--- config.mk ---
export PLATFORM = sky130hd
export DESIGN_NAME = lock_ctrl
export DESIGN_NICKNAME = d
export VERILOG_FILES = /design/src/rtl/lock_ctrl.sv
export SDC_FILE = /design/constraint.sdc
export NUM_CORES = 1
export LEC_CHECK = 0
export ABC_AREA = 0
export CAP_MARGIN = 20
export CORE_MARGIN = 2
export CORE_UTILIZATION = 35
export DETAILED_ROUTE_END_ITERATION = 6
export SLEW_MARGIN = 20
export SYNTH_ARGS = -nofsm -noshare
export SYNTH_HDL_FRONTEND = slang
export SYNTH_SLANG_ARGS = --single-unit
--- constraint.sdc ---
create_clock -name clk -period 3.2 [get_ports clk]
set_input_delay 0.64 -clock clk [delete_from_list [all_inputs] [get_ports clk]]
set_output_delay 0.64 -clock clk [all_outputs]
set_load 0.02 [all_outputs]
--- src/rtl/lock_ctrl.sv ---
// Keypad lock controller: compares an entered 8-bit code against a
// programmable code register and walks IDLE/OPEN/FAIL/LOCKOUT with timed
// dwells.
// Key handshake: a key event is the rising edge of key_pulse, which is
// key_pulse high while its registered copy is low. Holding key_pulse high
// therefore yields exactly one event, and the event takes effect on the
// clock edge that ends the cycle in which it is seen.
module lock_ctrl #(
   parameter logic [7:0] DEFAULT_CODE   = 8'hAF,
   parameter int         MAX_FAIL       = 3,
   parameter int         OPEN_CYCLES    = 24_000_000,
   parameter int         FAIL_CYCLES    = 6_000_000,
   parameter int         LOCKOUT_CYCLES = 120_000_000
) (
   input  logic       clk,
   input  logic       rst,
   input  logic       key_pulse,
   input  logic [7:0] code_in,
   input  logic       prog_en,
   output logic       led_r,
   output logic       led_g,
   output logic       led_b,
   output logic       unlocked,
   output logic [1:0] state,
   output logic [1:0] fail_cnt,
   output logic       prog_done
);

   typedef enum logic [1:0] {
      ST_IDLE    = 2'd0,
      ST_OPEN    = 2'd1,
      ST_FAIL    = 2'd2,
      ST_LOCKOUT = 2'd3
   } state_t;

   // Timers load N-1 so the dwell in each timed state is exactly N cycles.
   localparam logic [27:0] OPEN_LOAD    = 28'(OPEN_CYCLES - 1);
   localparam logic [27:0] FAIL_LOAD    = 28'(FAIL_CYCLES - 1);
   localparam logic [27:0] LOCKOUT_LOAD = 28'(LOCKOUT_CYCLES - 1);
   localparam logic [2:0]  MAX_FAIL_W   = 3'(MAX_FAIL);

   state_t      r_state;
   logic [27:0] r_timer;
   logic [7:0]  r_code;
   logic [1:0]  r_fail_cnt;
   logic        r_key_d;

   logic        w_event;
   logic        w_match;
   logic        w_expired;
   logic [2:0]  w_fail_next;

   assign w_event     = key_pulse & ~r_key_d;
   assign w_match     = (code_in == r_code);
   assign w_expired   = (r_timer == 28'd0);
   assign w_fail_next = {1'b0, r_fail_cnt} + 3'd1;

   assign state    = r_state;
   assign fail_cnt = r_fail_cnt;

   // LED/unlocked pattern for a given state, as {led_r, led_g, led_b, unlocked}.
   // LEDs are active low; at most one is lit, none in IDLE.
   function automatic logic [3:0] f_leds(input state_t s);
      case (s)
         ST_IDLE:    f_leds = 4'b1110;
         ST_OPEN:    f_leds = 4'b1011;
         ST_FAIL:    f_leds = 4'b0110;
         ST_LOCKOUT: f_leds = 4'b1100;
         default:    f_leds = 4'b1110;
      endcase
   endfunction

   // Delayed key for edge detection; resets high so a key held through reset is not an event.
   always_ff @(posedge clk) begin
      if (rst) r_key_d <= 1'b1;
      else     r_key_d <= key_pulse;
   end

   // Main FSM: state, timer, code register, fail count and registered outputs together.
   always_ff @(posedge clk) begin
      if (rst) begin
         r_state                          <= ST_IDLE;
         r_code                           <= DEFAULT_CODE;
         r_fail_cnt                       <= 2'd0;
         r_timer                          <= 28'd0;
         {led_r, led_g, led_b, unlocked}  <= f_leds(ST_IDLE);
         prog_done                        <= 1'b0;
      end else begin
         prog_done <= 1'b0;
         case (r_state)
            ST_IDLE: begin
               if (w_event) begin
                  if (w_match) begin
                     r_state                         <= ST_OPEN;
                     r_fail_cnt                      <= 2'd0;
                     r_timer                         <= OPEN_LOAD;
                     {led_r, led_g, led_b, unlocked} <= f_leds(ST_OPEN);
                  end else if (w_fail_next < MAX_FAIL_W) begin
                     r_state                         <= ST_FAIL;
                     r_fail_cnt                      <= w_fail_next[1:0];
                     r_timer                         <= FAIL_LOAD;
                     {led_r, led_g, led_b, unlocked} <= f_leds(ST_FAIL);
                  end else begin
                     r_state                         <= ST_LOCKOUT;
                     r_fail_cnt                      <= MAX_FAIL_W[1:0];
                     r_timer                         <= LOCKOUT_LOAD;
                     {led_r, led_g, led_b, unlocked} <= f_leds(ST_LOCKOUT);
                  end
               end
            end
            ST_OPEN: begin
               // A key event wins over timer expiry in the same cycle.
               if (w_event) begin
                  if (prog_en) begin
                     r_code    <= code_in;
                     prog_done <= 1'b1;
                     r_timer   <= OPEN_LOAD;
                  end else begin
                     r_state                         <= ST_IDLE;
                     r_timer                         <= 28'd0;
                     {led_r, led_g, led_b, unlocked} <= f_leds(ST_IDLE);
                  end
               end else if (w_expired) begin
                  r_state                         <= ST_IDLE;
                  {led_r, led_g, led_b, unlocked} <= f_leds(ST_IDLE);
               end else begin
                  r_timer <= r_timer - 28'd1;
               end
            end
            ST_FAIL: begin
               // Events are ignored here; the fail count survives into IDLE.
               if (w_expired) begin
                  r_state                         <= ST_IDLE;
                  {led_r, led_g, led_b, unlocked} <= f_leds(ST_IDLE);
               end else begin
                  r_timer <= r_timer - 28'd1;
               end
            end
            ST_LOCKOUT: begin
               // Events are ignored here; serving the lockout clears the fail count.
               if (w_expired) begin
                  r_state                         <= ST_IDLE;
                  r_fail_cnt                      <= 2'd0;
                  {led_r, led_g, led_b, unlocked} <= f_leds(ST_IDLE);
               end else begin
                  r_timer <= r_timer - 28'd1;
               end
            end
         endcase
      end
   end

endmodule

==> impl_results.md <==
* Post-synth cell types at 61
* Routed Antenna Nets at 0
* Final hold violation count at 0
* Measured slew at the worst slew-check pin at 0.648 ns
* Largest net degree at the start of global routing at 18
* Critical path's largest stage delay at 0.61 ns
* Initial core utilization at 36.1%
* Sw power at 0.540 mW
* # Max-Cap Violations at 0
* Peak Freq at 394 MHz
* First-pass GRT wire length at 12.5 mm
* # clock sinks at 46
* Bufs and invs on worst path at 1
* Yosys reg bits at 46
* DR vias/cell at 5.78
* # diodes at 0
* Clk pwr share at 28.5%
* Synthesized instance count at 330
* Dpl ws at 0.551 ns
* Maximum fanout along the worst path at 9
* Max_slew headroom at 56.4%
* DP HPWL at 5.58 mm
* IO buf count at 20
* Clock Latency Late Sink at 0.30 ns
* Post-synth EDFFs at 0
* Clk buf depth at 2
* I/O Pins at 21
* Critical path's top delay family: simple AND/OR/NAND/NOR gates
* Initial antenna violation count at 0
* CP dominant cell by count: or4_4
* Worst-path clk slew at 0.09 ns
* Status: completed
* Leakage Power at 1.18 nW
* Critical Path RT at 3.37 ns
* Setup Buffers After CTS at 0
* Post-CTS Hold Buffers at 0
* Total GRT Usage at 18.6%
* Final Worst Setup Slack at 0.659 ns
* Max H-tree Level at 2
* Seq/Total Area, Yosys at 35.2%
* Critical path data arrival time at 2.71 ns
* Worst Setup Path Type: flop to flop
* Design Power at 1.57 mW
* Final Skew at 0.00979 ns
* Switch share at 34.4%
* Vias in the first global route at 2419
* Post-Syn Nets at 344
* Layout cells sized above 1 at 12.2%
* Synth warn at 0
* Power per cell area at 503 mW/mm^2
* Fill count at 755
* Hold Path Class: flop to flop
* Crit end category: flop
* Critical Path, Cell by Cell: or4_4, or4_4, nor3_4, buf_4, o21ai_0, nand2b_1, a21oi_1
* Die extent in x at 90.5 um
* Final nets at 373
* Comb pwr share at 29.8%
* Worst IR Drop VDD at 246 uV
* Hold_ws at 0.473 ns
* Final setup violation count at 0
* TritonCTS clock tree: yes
* Crit start category: flop
* Flop pwr share at 41.7%
* Post-route DRC at 0
* Routability cong. at 0.901
* Routed WL per cell at 16.5 um
* Post-CTS resize count at 0
* Drt first pass iters at 5
* Die area at 0.00818 sq mm
* Die Y-Extent at 90.5 um
* Period utilization at 79.4%
* Setup TNS at 0 ns
* Prevailing post-synth register cell: dfxtp_1
* DR iter-0 viols at 228
* Pint at 1.03 mW
* Core area at 0.00725 sq mm
* Total Wirelength at 7.55 mm
* Post-synthesis instance area at 0.00262 sq mm
* Total gr overflow at 0
* Critical Path Slowest Stage Cell: or4_4
* Rows at 31
* Max-slew violation count at 0
* Asr flop ratio synth at 0%
* Clock root buffer: clkbuf_8
* TritonCTS Buffers at 5
* Final Critical Period at 2.54 ns
* Syn avg cell area at 7.93 sq um
* Via count at 2655
* RSZ-0062 raised after global routing: no
* Area growth from synthesis to layout at 19.1%
## final cells by class
class	instances	area [sq um]	area share, %
clock inverters	2	37.5	1.20
flip-flops and latches	46	921	29.5
well taps	99	124	3.97
repair buffers	38	335	10.8
inverters	5	18.8	0.602
clock buffers	6	72.6	2.33
multi-input cells	263	1610	51.6
## layout by cell type, fill, tap and decap left out, types with 9 or more instances in the layout
cell,instances
nand3_1,14
nor4_1,9
nor2_1,32
nor3_1,16
nand2_1,33
dfxtp_1,46
a21oi_1,22
buf_4,18
o21ai_0,18
xor2_1,10
clkdlybuf4s50_1,20
## worst register-to-register path, cell delays in order, from the launching register on
cell and delay, ns:
dfxtp_1 0.37, or4_4 0.61, or4_4 0.48, nor3_4 0.45, buf_4 0.22, o21ai_0 0.10, nand2b_1 0.11, a21oi_1 0.07
## sequential cells by signal, summed over array words and instances (netlist names)
signal / flops
r_key_d: 1
led_b: 1
r_timer: 28
led_r: 1
prog_done: 1
led_g: 1
r_code: 8
state: 2
fail_cnt: 2
unlocked: 1
## path summary, 6_finish.rpt
| kind | startpoint | endpoint | slack (ns) | cells after the start |
|---|---|---|---|---|
| max reg2reg | r_timer[19] | r_timer[6] | 0.66 | 7 |
| min | r_code[6] | r_code[6] | 0.47 | 2 |
| max | r_timer[19] | r_timer[6] | 0.66 | 7 |
| min reg2reg | r_code[6] | r_code[6] | 0.47 | 2 |
## routing by layer
layer	GRT usage (%)	vias up	share of wire, %
met1	27.7	1252	49
met2	28.1	96	44
met3	2.50	9	5.8
met4	5.00	0	1.2
met5	0	-	0
li1	-	1298	-
## cell families after synthesis
group                      count (synthesis)  share of synthesized area [%]
AOI/OAI and AO/OA                        100                           26.3
xor gates and xnor gates                  11                           3.68
adders and majority gates                  2                          0.956
buffers and inverters                     21                           3.35
DFF                                       46                           35.2
and+or+nand+nor                          150                           30.6
## cells in the mapped netlist (all sizes together), types with 2 or more instances
library cell,number,share of area [%]
a31oi,7,1.7
nor4,10,3.0
xor2,10,3.3
o22ai,4,0.96
o21ai,19,3.6
buf,3,0.76
a211oi,3,1.1
o41ai,3,1.0
dfxtp,46,35
a221oi,4,1.3
a21oi,22,4.2
o31ai,2,0.57
nor3,19,4.4
a221o,2,0.77
inv,5,0.72
clkbuf,13,1.9
nand4,4,0.96
and2,3,0.72
a311oi,5,1.7
or4,4,1.5
nand2b,5,1.2
or3,7,2.0
ha,2,0.96
a21o,3,0.86
nand3,14,2.7
and3,4,0.96
nor2,32,4.6
o211ai,3,0.86
o211a,2,0.77
o311ai,5,1.7
nand2,33,4.7
or2,7,1.7
nor2b,4,0.96
o21a,5,1.4
## power by group through the flow
stage	sequential (mW)	clock, mW	combinational (mW)
2_1_floorplan	0.653	0	0.324
3_5_place_dp	0.665	0	0.458
3_3_place_gp	0.664	0	0.457
5_1_grt	0.661	0.476	0.513
6_report	0.654	0.446	0.467
4_1_cts	0.652	0.458	0.460
## metrics by stage
stage / utilization (%) / std cells / area (sq um)
final: 43.0 / 459 / 3120
after global routing: 43.0 / 459 / 3120
after CTS: 43.0 / 459 / 3120
after detailed placement: 41.5 / 451 / 3010
after global placement: 41.5 / 451 / 3010
after floorplan: - / 330 / 2620
Note: power is estimated with default switching activity, not from simulation.
